[src/rtl/cg_pkg.sv]
// ---------------------------------------------------------------------------
// cg_pkg: shared types and constants for the CG datapath result packer.
//   state_t          : packer FSM states
//   ceil_div()       : word count for N elements packed U per word
//   *_DEF            : default element width / lanes per word
//   LANE_WIDTH       : default packed word width (ELEMENT_WIDTH*NO_OF_UNITS)
// ---------------------------------------------------------------------------
package cg_pkg;

   typedef enum logic [1:0] {
      IDLE    = 2'd0,
      COLLECT = 2'd1,
      FLUSH   = 2'd2,
      DONE    = 2'd3
   } state_t;

   localparam int ELEMENT_WIDTH_DEF = 64;
   localparam int NO_OF_UNITS_DEF   = 8;
   localparam int LANE_WIDTH        = ELEMENT_WIDTH_DEF * NO_OF_UNITS_DEF;

   function automatic int ceil_div(input int n, input int u);
      return (n + u - 1) / u;
   endfunction

endpackage

[src/rtl/ap_lane_buffer.sv]
// ---------------------------------------------------------------------------
// ap_lane_buffer: lane-indexed register bank used to assemble one wide word.
//   clk, rst_n : clock, async active-low reset (bank clears)
//   clr        : clear every lane on this edge (wins over wr_en)
//   wr_en      : write wr_data into lane wr_idx on this edge
//   wr_idx     : target lane
//   wr_data    : element to store
//   word       : current contents with this cycle's write already merged in,
//                so the word that is completing can be captured the same
//                cycle its last lane arrives. Unwritten lanes read as 0.
// ---------------------------------------------------------------------------
module ap_lane_buffer
   import cg_pkg::*;
#(
   parameter int ELEMENT_WIDTH = ELEMENT_WIDTH_DEF,
   parameter int NO_OF_UNITS   = NO_OF_UNITS_DEF,
   parameter int IDX_W         = (NO_OF_UNITS > 1) ? $clog2(NO_OF_UNITS) : 1
) (
   input  logic                                 clk,
   input  logic                                 rst_n,
   input  logic                                 clr,
   input  logic                                 wr_en,
   input  logic [IDX_W-1:0]                     wr_idx,
   input  logic [ELEMENT_WIDTH-1:0]             wr_data,
   output logic [ELEMENT_WIDTH*NO_OF_UNITS-1:0] word
);

   logic [NO_OF_UNITS-1:0][ELEMENT_WIDTH-1:0] lanes;
   logic [NO_OF_UNITS-1:0][ELEMENT_WIDTH-1:0] merged;

   always_ff @(posedge clk or negedge rst_n) begin
      if (!rst_n) begin
         lanes <= '0;
      end else if (clr) begin
         lanes <= '0;
      end else if (wr_en) begin
         for (int l = 0; l < NO_OF_UNITS; l++)
            if (wr_idx == IDX_W'(l)) lanes[l] <= wr_data;
      end
   end

   always_comb begin
      merged = lanes;
      for (int l = 0; l < NO_OF_UNITS; l++)
         if (wr_en && (wr_idx == IDX_W'(l))) merged[l] = wr_data;
   end

   assign word = merged;

endmodule

[src/rtl/ap_result_packer.sv]
// ---------------------------------------------------------------------------
// ap_result_packer: packs scalar A.p results NO_OF_UNITS per wide word and
// writes them to the AP_total memory, zero-padding the final partial word.
//   clk, rst_n        : clock, async active-low reset
//   start             : begin a pass (sampled only in IDLE)
//   in_data/in_valid  : scalar result stream
//   in_ready          : high in COLLECT only
//   mem_data          : packed word, lane 0 in the LSBs
//   mem_address       : word address, BASE_ADDRESS upward, wraps
//   mem_write_enable  : one-cycle strobe, the cycle after a word completes
//   busy              : high in every state but IDLE
//   done              : one-cycle pulse the cycle after the final write
//   overrun           : (AP_PACKER_OVERRUN_EN only) sticky flag, set when
//                       in_valid arrives while busy but no longer collecting;
//                       cleared by reset or an accepted start
// Optional feature macro: AP_PACKER_OVERRUN_EN
// ---------------------------------------------------------------------------
module ap_result_packer
   import cg_pkg::*;
#(
   parameter int                   ELEMENT_WIDTH       = ELEMENT_WIDTH_DEF,
   parameter int                   NO_OF_UNITS         = NO_OF_UNITS_DEF,
   parameter int                   NUMBER_OF_EQUATIONS = 9,
   parameter int                   ADDRESS_WIDTH       = 32,
   parameter logic [ADDRESS_WIDTH-1:0] BASE_ADDRESS    = '0
) (
   input  logic                                 clk,
   input  logic                                 rst_n,
   input  logic                                 start,
   input  logic [ELEMENT_WIDTH-1:0]             in_data,
   input  logic                                 in_valid,
   output logic                                 in_ready,
   output logic [ELEMENT_WIDTH*NO_OF_UNITS-1:0] mem_data,
   output logic [ADDRESS_WIDTH-1:0]             mem_address,
   output logic                                 mem_write_enable,
   output logic                                 busy,
   output logic                                 done
`ifdef AP_PACKER_OVERRUN_EN
   ,
   output logic                                 overrun
`endif
);

   localparam int WORD_W = ELEMENT_WIDTH * NO_OF_UNITS;
   localparam int LANE_W = (NO_OF_UNITS > 1) ? $clog2(NO_OF_UNITS) : 1;
   localparam int CNT_W  = $clog2(NUMBER_OF_EQUATIONS + 1);

   state_t             state, state_nxt;
   logic [CNT_W-1:0]   elem_cnt;
   logic [LANE_W-1:0]  lane_cnt;
   logic [ADDRESS_WIDTH-1:0] addr_cnt;
   logic [WORD_W-1:0]  buf_word;

   logic start_acc, accept, last_elem, lane_full, word_done;

   assign in_ready  = (state == COLLECT);
   assign busy      = (state != IDLE);
   assign done      = (state == DONE);
   assign start_acc = (state == IDLE) && start;
   assign accept    = in_valid && in_ready;
   assign last_elem = (elem_cnt == CNT_W'(NUMBER_OF_EQUATIONS - 1));
   assign lane_full = (lane_cnt == LANE_W'(NO_OF_UNITS - 1));
   assign word_done = accept && (last_elem || lane_full);

   // Buffer clears on start and on every completed word; the completing
   // element is taken from the merged view, so clear may win over the write.
   ap_lane_buffer #(
      .ELEMENT_WIDTH (ELEMENT_WIDTH),
      .NO_OF_UNITS   (NO_OF_UNITS),
      .IDX_W         (LANE_W)
   ) u_lane_buffer (
      .clk     (clk),
      .rst_n   (rst_n),
      .clr     (start_acc || word_done),
      .wr_en   (accept),
      .wr_idx  (lane_cnt),
      .wr_data (in_data),
      .word    (buf_word)
   );

   // ---------------- FSM ----------------
   always_ff @(posedge clk or negedge rst_n) begin
      if (!rst_n) state <= IDLE;
      else        state <= state_nxt;
   end

   always_comb begin
      state_nxt = state;
      case (state)
         IDLE:    if (start) state_nxt = COLLECT;
         COLLECT: if (accept && last_elem) state_nxt = FLUSH;
         FLUSH:   state_nxt = DONE;   // final write strobe is on the bus
         DONE:    state_nxt = IDLE;
         default: state_nxt = IDLE;
      endcase
   end

   // ---------------- counters and write port ----------------
   // The write is registered off the completing accept, so collection of the
   // next word proceeds in the same cycle the previous word is strobed out.
   always_ff @(posedge clk or negedge rst_n) begin
      if (!rst_n) begin
         elem_cnt         <= '0;
         lane_cnt         <= '0;
         addr_cnt         <= '0;
         mem_data         <= '0;
         mem_address      <= '0;
         mem_write_enable <= 1'b0;
      end else begin
         mem_write_enable <= word_done;
         if (start_acc) begin
            elem_cnt <= '0;
            lane_cnt <= '0;
            addr_cnt <= BASE_ADDRESS;
         end else if (accept) begin
            elem_cnt <= elem_cnt + CNT_W'(1);
            lane_cnt <= word_done ? '0 : lane_cnt + LANE_W'(1);
         end
         if (word_done) begin
            mem_data    <= buf_word;
            mem_address <= addr_cnt;
            addr_cnt    <= addr_cnt + ADDRESS_WIDTH'(1);
         end
      end
   end

`ifdef AP_PACKER_OVERRUN_EN
   always_ff @(posedge clk or negedge rst_n) begin
      if (!rst_n)                                   overrun <= 1'b0;
      else if (start_acc)                           overrun <= 1'b0;
      else if (in_valid && busy && state != COLLECT) overrun <= 1'b1;
   end
`endif

endmodule

[config.mk]
export PLATFORM = sky130hd
export DESIGN_NAME = ap_result_packer
export DESIGN_NICKNAME = d
export VERILOG_FILES = /design/src/rtl/cg_pkg.sv /design/src/rtl/ap_lane_buffer.sv /design/src/rtl/ap_result_packer.sv
export SDC_FILE = /design/constraint.sdc
export NUM_CORES = 2
export LEC_CHECK = 0
export ABC_AREA = 0
export BUFFER_PORTS_ARGS = -buffer_cell sky130_fd_sc_hd__clkbuf_2
export CAP_MARGIN = 15
export CORE_UTILIZATION = 35
export CTS_CLUSTER_SIZE = 20
export DETAILED_ROUTE_END_ITERATION = 12
export PLACE_DENSITY = 0.59
export SYNTH_ARGS = -nofsm -noshare
export SYNTH_HDL_FRONTEND = slang
export SYNTH_SLANG_ARGS = --single-unit
export TNS_END_PERCENT = 10
[constraint.sdc]
create_clock -name clk -period 2.6 [get_ports clk]
set_input_delay 0.13 -clock clk [delete_from_list [all_inputs] [get_ports clk]]
set_output_delay 0.13 -clock clk [all_outputs]
set_load 0.02 [all_outputs]
==> flow_summary.toml <==
[outcome]
status = "finished, final reports clean"

[route]
drtIter0Drc = 2752
wl_met3_um = 8792
drtPass1Iterations = 5
top_layer = "met4"
drtAntennaViolNets = 0
wl_per_cell_um = 21.21
met2_length_um = 66660
viasPerCell = 5.107
drc = 0
wl_um = 143800
vias = 34610
wl_met1_um = 65140

[die]
rows = 132
die_area_um2 = 132100
core-area_um2 = 129600
initial_utilization_pct = 35.28
die_w_um = 363.5
io-pin-count = 616
chipHeight_um = 363.5

[synthesis]
ys.warnings.count = 0
synth_fp_nets = 4465
ys_seq_elements = 1098
synth_seq_area_share_pct = 60.08
synth_cells = 4383
yosysUniqueCellTypes = 44
synth.cell_area_um2 = 45740
syn_avg_cell_area_um2 = 10.43

[power_and_ir_drop]
power_mw = 44.12
peakVddDrop_v = 0.0005363
leakage_nw = 29.72
pwr_density_cell_nw_per_um2 = 785.3

[finish]
seq_area_um2 = 27480
antennaDiodeCount = 0
fillerInstances = 12450
fin_nets = 5019
multi_input_area_um2 = 16470
final_common_cell = "dfrtp_1"
drive_gt1_share_pct = 19.86
syn_to_final_growth_pct = 22.84
final_cell_mix = "dfrtp_1 (1098), nand2_1 (757), clkbuf_2 (614), o21ai_1 (537), mux2i_1 (514)"
layoutNonFillerInstCount = 6778

[critical_path]
rr_worst_depth = 8
reg2reg_to = "mem_data[490]"
worst_ep_required_time_ps = 3240
worstPathArrival_ps = 3120
cpPeakStageDelay_ps = 400
endpoint_kind = "register"
path_buf_inv = 3
rr_startpoint = "state[1]"
critical_path_class = "register to register"
crit_fanout = 30
reg2reg_slack_ps = 120
path_cells = "inv_1 -> ha_1 -> and2_1 -> buf_6 -> nand2_8 -> buf_12 -> mux2i_1 -> o21ai_0"
cp-start-kind = "register"
critical_path.slowest_cell = "dfrtp_1"
cpLargestDelayFamily = "buffers and inverters"

[timing]
slew_headroom_pct = 47.45
setup_viol = 0
layout_min_cycle_time_ps = 2481
fmax_ghz = 0.4031
slew_viol_final = 0
hold_viol = 0
worst_pin_slew_ps = 788.2
period_share_pct = 95.42
whs_ps = 278.9
skew_ps = 35.48

[grt]
grt_util_all_layers_pct = 21.55
grt_pass1_wl_um = 218500
overflow = 0
grt_pass1_vias = 34040
grt_max_degree = 192
grt_antenna_before_repair = 0

[place]
dpl.cell_count = 6489
hpwl_um = 96240
portBuffers = 615
place.gp.congestion = 0.8008

[clock_network]
clkSlewWorstSetupHoldPaths_ps = 70
cts.path.max_buffers = 3
clock_latency_ps = 760
cts_buffers = 118
cts_tree = "built"
cts.htree.levels = 3
cts.sinks = 1098
root_buffer = "clkbuf_16"

[job]
maxCapViolations = 0

[worst_hold_path]
hold_path.class = "input pin to async pin"
## metrics by stage
step | area, um2 | util, % | setup TNS (ps) | setup WS, ps
6_report | 56180 | 43.33 | 0 | 119.1
3_5_place_dp | 51310 | 39.57 | 0 | 157.5
4_1_cts | 56130 | 43.29 | 0 | 100.8
5_1_grt | 56180 | 43.33 | -13.65 | -5.894
2_1_floorplan | 45740 | - | 0 | 447.2
3_3_place_gp | 51310 | 39.57 | 0 | 233.5
## power by group
group	internal [mW]	switching [mW]	total, mW
logic	2.41	4.61	7.01
clock network	10.4	7.35	17.8
registers	18.5	0.787	19.3
## flip-flops by register name, summed over array words and instances (netlist names)
| register | flops |
|---|---|
| mem_data | 512 |
| u_lane_buffer.lanes | 512 |
| addr_cnt | 32 |
| mem_address | 32 |
| elem_cnt | 4 |
| lane_cnt | 3 |
| state | 2 |
| mem_write_enable | 1 |
## cell usage after synthesis
cell / number / area (um2)
inv_1: 12 / 45.04
clkbuf_1: 180 / 675.7
a41oi_1: 1 / 8.760
a32oi_1: 1 / 8.760
or3_1: 1 / 6.260
nor2_1: 19 / 71.32
a31oi_1: 3 / 18.77
buf_6: 4 / 45.04
and2_1: 7 / 43.79
buf_2: 191 / 955.9
nand2_2: 2 / 12.51
inv_2: 1 / 3.750
o21ai_0: 457 / 2287
o211ai_1: 8 / 60.06
buf_4: 23 / 172.7
nand3_1: 406 / 2032
o21ai_4: 1 / 16.27
nand4_4: 1 / 21.27
a2bb2oi_1: 1 / 8.760
nor4_1: 1 / 6.260
o31ai_1: 12 / 90.09
or4_1: 1 / 7.510
nor3_1: 4 / 20.02
nand2_1: 761 / 2856
nor2b_1: 3 / 18.77
nor2_4: 1 / 11.26
nor3_4: 1 / 16.27
and3_1: 68 / 425.4
ha_1: 14 / 175.2
clkbuf_2: 6 / 30.03
xnor2_1: 1 / 8.760
or2_4: 1 / 8.760
o41ai_1: 1 / 8.760
o41ai_2: 1 / 16.27
o21ai_1: 543 / 2718
clkbuf_4: 4 / 30.03
buf_1: 2 / 7.510
a21oi_1: 9 / 45.04
o21bai_1: 1 / 7.510
dfrtp_1: 1098 / 27480
nand4_1: 14 / 87.58
xor2_1: 2 / 17.52
and3b_1: 1 / 8.760
mux2i_1: 514 / 5145
## worst min-delay path: stages
cell and delay, ps:
dlygate4sd3_1 560, buf_8 410, buf_12 270
## cell families after synthesis
group                    Yosys count  synth area share (%)
flip-flops                      1098                 60.08
AO/OA/AOI/OAI                   1039                 11.57
AND/OR/NAND/NOR                 1292                 12.36
buffers and inverters            423                 4.298
XOR/XNOR                           3               0.05746
multiplexers                     514                 11.25
adder cells (fa/ha/maj)           14                0.3830
## per-layer routing
| metal | vias up | GRT usage (%) |
|---|---|---|
| li1 | 16330 | - |
| met1 | 17220 | 29.95 |
| met2 | 906 | 33.72 |
| met3 | 163 | 4.728 |
| met4 | 0 | 6.081 |
| met5 | - | 0 |
## worst max-delay path by stage
stage                start       endpoint  slack (ps)  cells past startpoint
6_report          state[1]  mem_data[490]         120                      8
5_1_grt        lane_cnt[0]  mem_data[474]          -6                      8
4_1_cts           state[1]  mem_data[490]         100                      8
3_5_place_dp   lane_cnt[0]  mem_data[179]         160                      7
3_3_place_gp   lane_cnt[0]  mem_data[286]         230                      7
2_1_floorplan     state[1]  mem_data[391]         450                     12
## final cells by class
class                      count  share of cell area (%)
tap                         1742                   3.879
sequential                  1098                   48.91
timing repair buffer         844                   10.48
clock inverter                55                   1.283
clock buffer                 164                   6.044
multi-input combinational   2862                   29.32
inverter                      13                 0.08685
## what timing repair did
action	4_1_cts	5_1_grt
resized for setup	0	5
endpoints found under the setup margin	0	69
hold buffers	69	0
buffers inserted	0	0
hold endpoints to repair	1609	0
(Power assumes the default switching activity.)
